File: config.mk
export PLATFORM = sky130hd
export DESIGN_NAME = jellyvl_synctimer_lock_ctrl
export DESIGN_NICKNAME = d
export VERILOG_FILES = /design/src/rtl/jellyvl_synctimer_lock_ctrl.sv
export SDC_FILE = /design/constraint.sdc
export NUM_CORES = 1
export LEC_CHECK = 0
export ABC_CLOCK_PERIOD_IN_PS = 12100
export CAP_MARGIN = 5
export CELL_PAD_IN_SITES_DETAIL_PLACEMENT = 1
export CELL_PAD_IN_SITES_GLOBAL_PLACEMENT = 1
export CORE_MARGIN = 8
export CORE_UTILIZATION = 36
export DETAILED_ROUTE_END_ITERATION = 10
export GPL_TIMING_DRIVEN = 0
export PLACE_DENSITY = 0.79
export SYNTH_ARGS = -nofsm -noshare
export SYNTH_HDL_FRONTEND = slang
export SYNTH_SLANG_ARGS = --single-unit
export TNS_END_PERCENT = 20
File: constraint.sdc
create_clock -name clk -period 12.1 [get_ports clk]
set_clock_uncertainty 0.2 [all_clocks]
set_input_delay 2.42 -clock clk [delete_from_list [all_inputs] [get_ports clk]]
set_output_delay 2.42 -clock clk [all_outputs]
set_load 0.005 [all_outputs]
File: src/rtl/jellyvl_synctimer_lock_ctrl.sv
// Lock controller for the synchronous timer: compares reference time samples
// against the local timer, tracks acquire/lock state and drives the limiter.
module jellyvl_synctimer_lock_ctrl #(
    parameter int unsigned TIMER_WIDTH = 64,
    parameter int unsigned LIMIT_WIDTH = TIMER_WIDTH,
    parameter int unsigned COUNT_WIDTH = 8
) (
    input  logic                   clk,
    input  logic                   reset,
    input  logic [LIMIT_WIDTH-1:0] param_wide_limit,
    input  logic [LIMIT_WIDTH-1:0] param_narrow_limit,
    input  logic [COUNT_WIDTH-1:0] param_lock_count,
    input  logic [COUNT_WIDTH-1:0] param_unlock_count,
    input  logic [TIMER_WIDTH-1:0] current_time,
    input  logic [TIMER_WIDTH-1:0] in_time,
    input  logic                   in_valid,
    input  logic                   override_request,
    output logic [LIMIT_WIDTH-1:0] param_limit_min,
    output logic [LIMIT_WIDTH-1:0] param_limit_max,
    output logic                   correct_override,
    output logic [TIMER_WIDTH-1:0] correct_time,
    output logic                   correct_valid,
    output logic                   locked,
    output logic [1:0]             state
);

    localparam int unsigned CMP_W = (TIMER_WIDTH > LIMIT_WIDTH) ? TIMER_WIDTH : LIMIT_WIDTH;

    typedef enum logic [1:0] {
        ST_UNLOCK  = 2'd0,
        ST_ACQUIRE = 2'd1,
        ST_LOCKED  = 2'd2
    } state_t;

    state_t                 r_state;
    state_t                 w_next_state;
    logic [COUNT_WIDTH-1:0] r_good_count;
    logic [COUNT_WIDTH-1:0] r_bad_count;
    logic [COUNT_WIDTH-1:0] w_next_good;
    logic [COUNT_WIDTH-1:0] w_next_bad;
    logic                   r_force_pending;

    logic                   r_s1_valid;
    logic [TIMER_WIDTH-1:0] r_s1_time;
    logic [TIMER_WIDTH-1:0] r_s1_abs;
    logic                   r_s1_maxneg;

    logic [LIMIT_WIDTH-1:0] r_limit_max;
    logic [LIMIT_WIDTH-1:0] r_limit_min;
    logic                   r_limit_ready;
    logic                   r_locked;

    // Stage 1 difference and magnitude (modulo timer width)
    logic [TIMER_WIDTH-1:0] w_diff;
    logic                   w_diff_neg;
    logic [TIMER_WIDTH-1:0] w_abs;
    logic                   w_maxneg;

    assign w_diff     = in_time - current_time;
    assign w_diff_neg = w_diff[TIMER_WIDTH-1];
    assign w_abs      = w_diff_neg ? (~w_diff + TIMER_WIDTH'(1)) : w_diff;
    assign w_maxneg   = w_diff_neg && (w_diff[TIMER_WIDTH-2:0] == '0);

    // Stage 1: register the sample and its distance from local time
    always_ff @(posedge clk or posedge reset) begin
        if (reset) begin
            r_s1_valid  <= 1'b0;
            r_s1_time   <= '0;
            r_s1_abs    <= '0;
            r_s1_maxneg <= 1'b0;
        end else begin
            r_s1_valid  <= in_valid;
            r_s1_time   <= in_time;
            r_s1_abs    <= w_abs;
            r_s1_maxneg <= w_maxneg;
        end
    end

    // Stage 2 qualifiers, evaluated against live parameter inputs
    logic                   w_in_window;
    logic                   w_override;
    logic [COUNT_WIDTH-1:0] w_lock_thr;
    logic [COUNT_WIDTH-1:0] w_unlock_thr;
    logic [COUNT_WIDTH-1:0] w_good_inc;
    logic [COUNT_WIDTH-1:0] w_bad_inc;
    logic [LIMIT_WIDTH-1:0] w_limit;

    // The most-negative difference has no positive magnitude, so it is always out of window
    assign w_in_window  = !r_s1_maxneg && (CMP_W'(r_s1_abs) <= CMP_W'(param_narrow_limit));
    assign w_override   = (r_state == ST_UNLOCK) || r_force_pending;
    assign w_lock_thr   = (param_lock_count   == '0) ? COUNT_WIDTH'(1) : param_lock_count;
    assign w_unlock_thr = (param_unlock_count == '0) ? COUNT_WIDTH'(1) : param_unlock_count;
    assign w_good_inc   = (&r_good_count) ? r_good_count : r_good_count + COUNT_WIDTH'(1);
    assign w_bad_inc    = (&r_bad_count)  ? r_bad_count  : r_bad_count  + COUNT_WIDTH'(1);
    assign w_limit      = (w_next_state == ST_LOCKED) ? param_narrow_limit : param_wide_limit;

    // Next-state and counter update for the sample leaving stage 1
    always_comb begin
        w_next_state = r_state;
        w_next_good  = r_good_count;
        w_next_bad   = r_bad_count;
        if (r_s1_valid) begin
            if (w_override) begin
                w_next_state = ST_ACQUIRE;
                w_next_good  = '0;
                w_next_bad   = '0;
            end else begin
                case (r_state)
                    ST_ACQUIRE: begin
                        if (w_in_window) begin
                            if (w_good_inc >= w_lock_thr) begin
                                w_next_state = ST_LOCKED;
                                w_next_good  = '0;
                                w_next_bad   = '0;
                            end else begin
                                w_next_good = w_good_inc;
                            end
                        end else begin
                            w_next_good = '0;
                        end
                    end
                    ST_LOCKED: begin
                        if (!w_in_window) begin
                            if (w_bad_inc >= w_unlock_thr) begin
                                w_next_state = ST_ACQUIRE;
                                w_next_good  = '0;
                                w_next_bad   = '0;
                            end else begin
                                w_next_bad = w_bad_inc;
                            end
                        end else begin
                            w_next_bad = '0;
                        end
                    end
                    default: w_next_state = r_state;
                endcase
            end
        end
    end

    // Stage 2: state register, correction outputs and limiter limits
    always_ff @(posedge clk or posedge reset) begin
        if (reset) begin
            r_state          <= ST_UNLOCK;
            r_good_count     <= '0;
            r_bad_count      <= '0;
            r_force_pending  <= 1'b0;
            correct_valid    <= 1'b0;
            correct_override <= 1'b0;
            correct_time     <= '0;
            r_locked         <= 1'b0;
            r_limit_max      <= '0;
            r_limit_min      <= '0;
            r_limit_ready    <= 1'b0;
        end else begin
            r_state          <= w_next_state;
            r_good_count     <= w_next_good;
            r_bad_count      <= w_next_bad;
            // A new request in the same cycle as the clearing sample keeps the flag set
            if (override_request) begin
                r_force_pending <= 1'b1;
            end else if (r_s1_valid && w_override) begin
                r_force_pending <= 1'b0;
            end
            correct_valid    <= r_s1_valid;
            correct_override <= r_s1_valid && w_override;
            correct_time     <= r_s1_time;
            r_locked         <= (w_next_state == ST_LOCKED);
            r_limit_max      <= w_limit;
            r_limit_min      <= LIMIT_WIDTH'(0) - w_limit;
            r_limit_ready    <= 1'b1;
        end
    end

    // Until the first registered update, limits follow the wide limit input directly
    assign param_limit_max = r_limit_ready ? r_limit_max : param_wide_limit;
    assign param_limit_min = r_limit_ready ? r_limit_min : (LIMIT_WIDTH'(0) - param_wide_limit);
    assign locked          = r_locked;
    assign state           = r_state;

endmodule
After elaboration in Yosys (flattened, before gate mapping):

Index checks and enable logic that the tools add are counted.

* output and inout port bits: 197
* register bits: 345
* logic and storage cells: 76

* bitwise logic cells: 1
* add/sub/neg operators: 6
* mux-type cells: 29
* equal/unequal tests: 7
* reduce and logical (&&, ||, !) cells: 15
* order comparisons: 3

Operators by type and width (number)
* $mux 64: 4
* $sub 1x64->64 const A: 2
* $mux 8: 14
* $add 64x1->64 const B: 1
* $le 64x64->1: 1
* $not 64->64: 1
* $sub 64x64->64: 1
* $logic_not 63->1: 1
* $pmux 8 s2: 2
* $add 8x1->8 const B: 2
* $ge 8x8->1: 2
* $logic_not 8->1: 2
* $reduce_and 8->1: 2
* $mux 2: 6
* $ne 3x3->1 const B: 4
* $reduce_and 4->1: 2
* $eq 2x2->1 const B: 2
* $pmux 2 s2: 1
* $logic_and 1x1->1: 3
* $reduce_bool 3->1: 1
* $eq 2x1->1 const B: 1
* $logic_not 2->1: 1
* $mux 1: 2
* $reduce_bool 2->1: 1
* 2 further kinds: 2

Depth between registers and ports, before layout:

* depth in word-level cells: 11
* gate-level depth with buffers: 31
* depth with buffers taken out: 25

Worst setup path after synthesis:

OpenSTA, ideal clock, no wires.

* path type: input to register
* start: in param_narrow_limit[61]
* end: reg r_limit_min[60]
* data arrival time: 8.031 ns
* library setup time: 0.080 ns
* path slack: 3.790 ns
* cell stages on the path: 26
* path buffers: 6
* required time: 11.820 ns
* cell sequence: inv_1 > ha_1 > nand4_1 > nor4_1 > nand3_1 > or4_1 > o211a_1 > a211oi_1 > a21o_1 > clkbuf_1 > buf_2 > buf_1 > buf_1 > mux2i_1 > ha_1 > buf_1 > nand3_1 > or4_1 > clkbuf_1 > nor3_1 > nand2b_1 > or4_1 > nor3_1 > a31oi_1 > nor2_1 > xnor2_1

* cells in the longest elaborated chain, start to end: 9
* elaborated cells on any way between the ends: 10
* classes of those cells: 1 x add/sub; 1 x order compare; 1 x eq/ne; 6 x mux; 1 x reduce/logical

Ends and longest elaborated chain
* start, declared: RTL line 11 `input logic [LIMIT_WIDTH-1:0] param_narrow_limit,`
* $le 64x64->1 (*): RTL line 89 `assign w_in_window = !r_s1_maxneg && (CMP_W'(r_s1_abs) <= CMP_W'(param_narrow_limit));`
* $logic_and 1x1->1 (*): RTL line 89
* $mux 2, on equally long branches: RTL line 123, 110
* $pmux 2 s2 (*): RTL line 108 `case (r_state)`
* $mux 2 (*): RTL line 103 `if (w_override) begin`
* $mux 2 (*): RTL line 102 `if (r_s1_valid) begin`
* via w_next_state[0]: RTL line 36 `state_t w_next_state;`
* $eq 2x2->1 (*): RTL line 95 `assign w_limit = (w_next_state == ST_LOCKED) ? param_narrow_limit : param_wide_limit;`
* $mux 64 (*): RTL line 95
* $sub 1x64->64 (*): RTL line 170 `r_limit_min <= LIMIT_WIDTH'(0) - w_limit;`
* end signal, assigned: RTL line 170
* end, declared: RTL line 49 `logic [LIMIT_WIDTH-1:0] r_limit_min;`

Mark *: on every way through the listed nets, which the timed path passes. The rest lies on a longest branch.
A chain may end at the register's enable or synchronous reset.

Worst setup path after layout:

* start: in param_narrow_limit[57]
* end: reg r_limit_min[48]

The elaborated chain is that of the path after synthesis.

==> impl_metrics.py <==
metrics = {
    "clock_tree": {
        "htreeDepth": 2,
        "ctsResizeCount": 0,
        "clk_path_buf_depth": 3,
        "postCtsHoldBufs": 0,
        "cts_setup_buffers": 0,
        "numClockSinks": 344,
        "root_buffer": "clkbuf_16",
        "cts_tree": "built",
        "cts_inserted_buffers": 40,
        "clkLatencyLatePin_ps": 570,
        "path_clk_slew_ps": 80,
    },
    "yosys": {
        "yosysMostFrequentCell": "dfrtp_1",
        "synth_top_area_share_pct": 37.4,
        "ys_top_cells_by_area": "dfrtp_1, ha_1, nand2_1",
        "synth_seq_cells": 344,
        "async_flop_share_pct": 100,
        "ys_types": 95,
        "synth_edf_count": 0,
        "ys.flop_type": "dfrtp_1",
        "synth_top_area_cell": "dfrtp_1",
        "synth_warnings": 0,
        "ys_seq_area_share_pct": 37.4,
        "syn_nets": 3055,
        "syn_area_um2": 23000,
        "synth_cells": 2627,
        "syn_avg_cell_area_um2": 8.77,
        "synth_common_cells": "dfrtp_1, nand2_1, o21ai_0",
    },
    "min_path": {
        "holdCritPathClass": "reg -> reg",
    },
    "routing": {
        "wl_per_cell_um": 24.0,
        "routed_wl_mm": 96.4,
        "via_count": 22300,
        "drt_iter0_markers": 1431,
        "vias_per_cell": 5.57,
        "ant_nets": 0,
        "first_pass_iters": 5,
        "drc": 0,
    },
    "timing": {
        "relSlewSlack_pct": 28.2,
        "max_freq_mhz": 89.0,
        "period_minus_slack_ps": 11240,
        "slew_violations": 0,
        "hold_slack_ps": 131,
        "worst_pin_slew_ps": 1070,
        "finalHoldViolCount": 0,
        "period_share_pct": 92.9,
        "rsz0062_at_grt": "false",
        "setup_violations": 0,
        "worst_slack_ps": 860,
        "fin_setup_tns_ps": 0,
    },
    "finish": {
        "finish.instance_area_um2": 30200,
        "area_growth_pct": 31.0,
        "nets": 3562,
        "drive_gt1_share_pct": 6.74,
        "fill_cells": 7303,
    },
    "setup_path": {
        "crit_top_cell": "buf_1",
        "cp_max_fo": 10,
        "crit_type": "in -> reg",
        "max_stage_delay_ps": 780,
        "crit_required_ps": 12310,
        "crit_path_end_kind": "flip-flop",
        "slowest_stage": "nor4_1",
        "cp_data_arrival_time_ps": 11450,
        "start_kind": "primary input",
    },
    "pwr": {
        "ir_drop_mv": 0.0901,
        "cellPowerDensity_nw_per_um2": 142,
        "finalPower_uw": 4280,
        "leakage_uw": 0.0130,
    },
    "place": {
        "hpwl_mm": 79.4,
        "port-buffer-count": 456,
        "post-place-ws_ps": 500,
        "placed_cell_area_um2": 28800,
        "routabilityCongestion": 0.942,
    },
    "grt": {
        "grt_overflow_total": 0,
        "grt_pass1_wl_mm": 147,
        "grt_max_degree": 47,
        "antenna_found_initial": 1,
        "globalRouteTotalUtil_pct": 25.9,
        "grt_pass1_vias": 24200,
    },
    "die": {
        "ios": 473,
        "dieArea_um2": 72400,
        "core_area_um2": 63200,
        "initial_core_util_pct": 36.5,
        "fp.dieH_um": 269,
        "fp-row-count": 92,
        "die_w_um": 269,
    },
    "flow_run": {
        "cap_violations": 0,
    },
    "outcome": {
        "run_status": "finished clean",
    },
}
## routing by layer
| metal | routed length (um) | GRT usage (%) | vias up |
|---|---|---|---|
| li1 | - | - | 10300 |
| met1 | 39700 | 32.1 | 11100 |
| met2 | 47500 | 45.3 | 759 |
| met3 | 5530 | 3.99 | 188 |
| met4 | 3660 | 9.18 | 0 |
| met5 | 0 | 0 | - |
## report_power, final
part           switching (uW)  internal, uW
logic                     842           666
clock network             512           763
registers                95.7          1400
total                    1450          2830
## sequential cells by signal, summed over array words and instances (netlist names), 2 cells and up
| name | count |
|---|---|
| r_bad_count | 8 |
| r_limit_min | 64 |
| r_s1_time | 64 |
| r_good_count | 8 |
| correct_time | 64 |
| r_limit_max | 63 |
| r_s1_abs | 64 |
| state | 2 |
## path summary, 6_finish.rpt
path | startpoint | end | slack, ps | depth (start not counted)
worst min-delay path | r_s1_time[38] | correct_time[38] | 130 | 0
worst max-delay path | param_narrow_limit[57] | r_limit_min[48] | 860 | 25
worst max register to register | r_good_count[2] | r_limit_min[48] | 2840 | 27
worst min register to register | r_s1_time[38] | correct_time[38] | 130 | 0
max in group asynchronous | reset | correct_time[54] | 8330 | 5
min in group asynchronous | reset | r_limit_min[5] | 2140 | 2
## logic make-up (layout without fill, tap and decap cells)
group           count (synthesis)  count (layout)  share of synthesized area, %
compound gates                630             630                          17.3
xor+xnor                      237             237                          9.01
fa+ha+maj                     152             152                          8.29
buf+inv                       311             846                          5.29
flops                         344             344                          37.4
mux                            81              81                          3.86
other cells                     1               2                        0.0163
simple gates                  871             871                          18.9
## cell usage in the layout, fill, tap and decap left out, types with 19 or more instances in the layout
cell / n
clkdlybuf4s50_1: 456
dfrtp_1: 344
nand2_1: 299
o21ai_0: 216
inv_1: 193
nor2_1: 158
ha_1: 151
a21oi_1: 138
xnor2_1: 127
xor2_1: 110
nor3_1: 88
clkbuf_1: 86
mux2_2: 62
a21o_1: 60
nand3_1: 53
nand4_1: 45
clkbuf_16: 41
nor4_1: 40
a31oi_1: 34
nand2b_1: 26
buf_2: 26
or3_1: 24
or4_1: 22
and3_1: 21
o211ai_1: 21
mux2i_1: 19
a211oi_1: 19
## worst max-delay path: cells and delay by family
family	cells	cell delay, ps
AOI/OAI and AO/OA	5	1260
xor gates and xnor gates	1	190
adders and majority gates	2	540
buffers and inverters	7	3120
muxes	1	340
and+or+nand+nor	9	3530
## cell type report
type	count	area (um^2)	share of cell area [%]
clock buffer	52	1130	3.73
sequential	344	8610	28.5
antenna	1	2.50	0.00829
timing repair buffer	465	4730	15.7
clock inverter	18	226	0.750
inverter	194	732	2.42
tap	846	1060	3.51
multi-input combinational	1972	13200	43.8
buffer	117	490	1.62
## metrics by stage
stage	std cells	util [%]
final	4009	47.8
after global routing	4008	47.8
after CTS	4008	47.8
after detailed placement	3938	45.6
after global placement	3929	45.4
after floorplan	2627	-
Note: power is estimated with default switching activity, not from simulation.
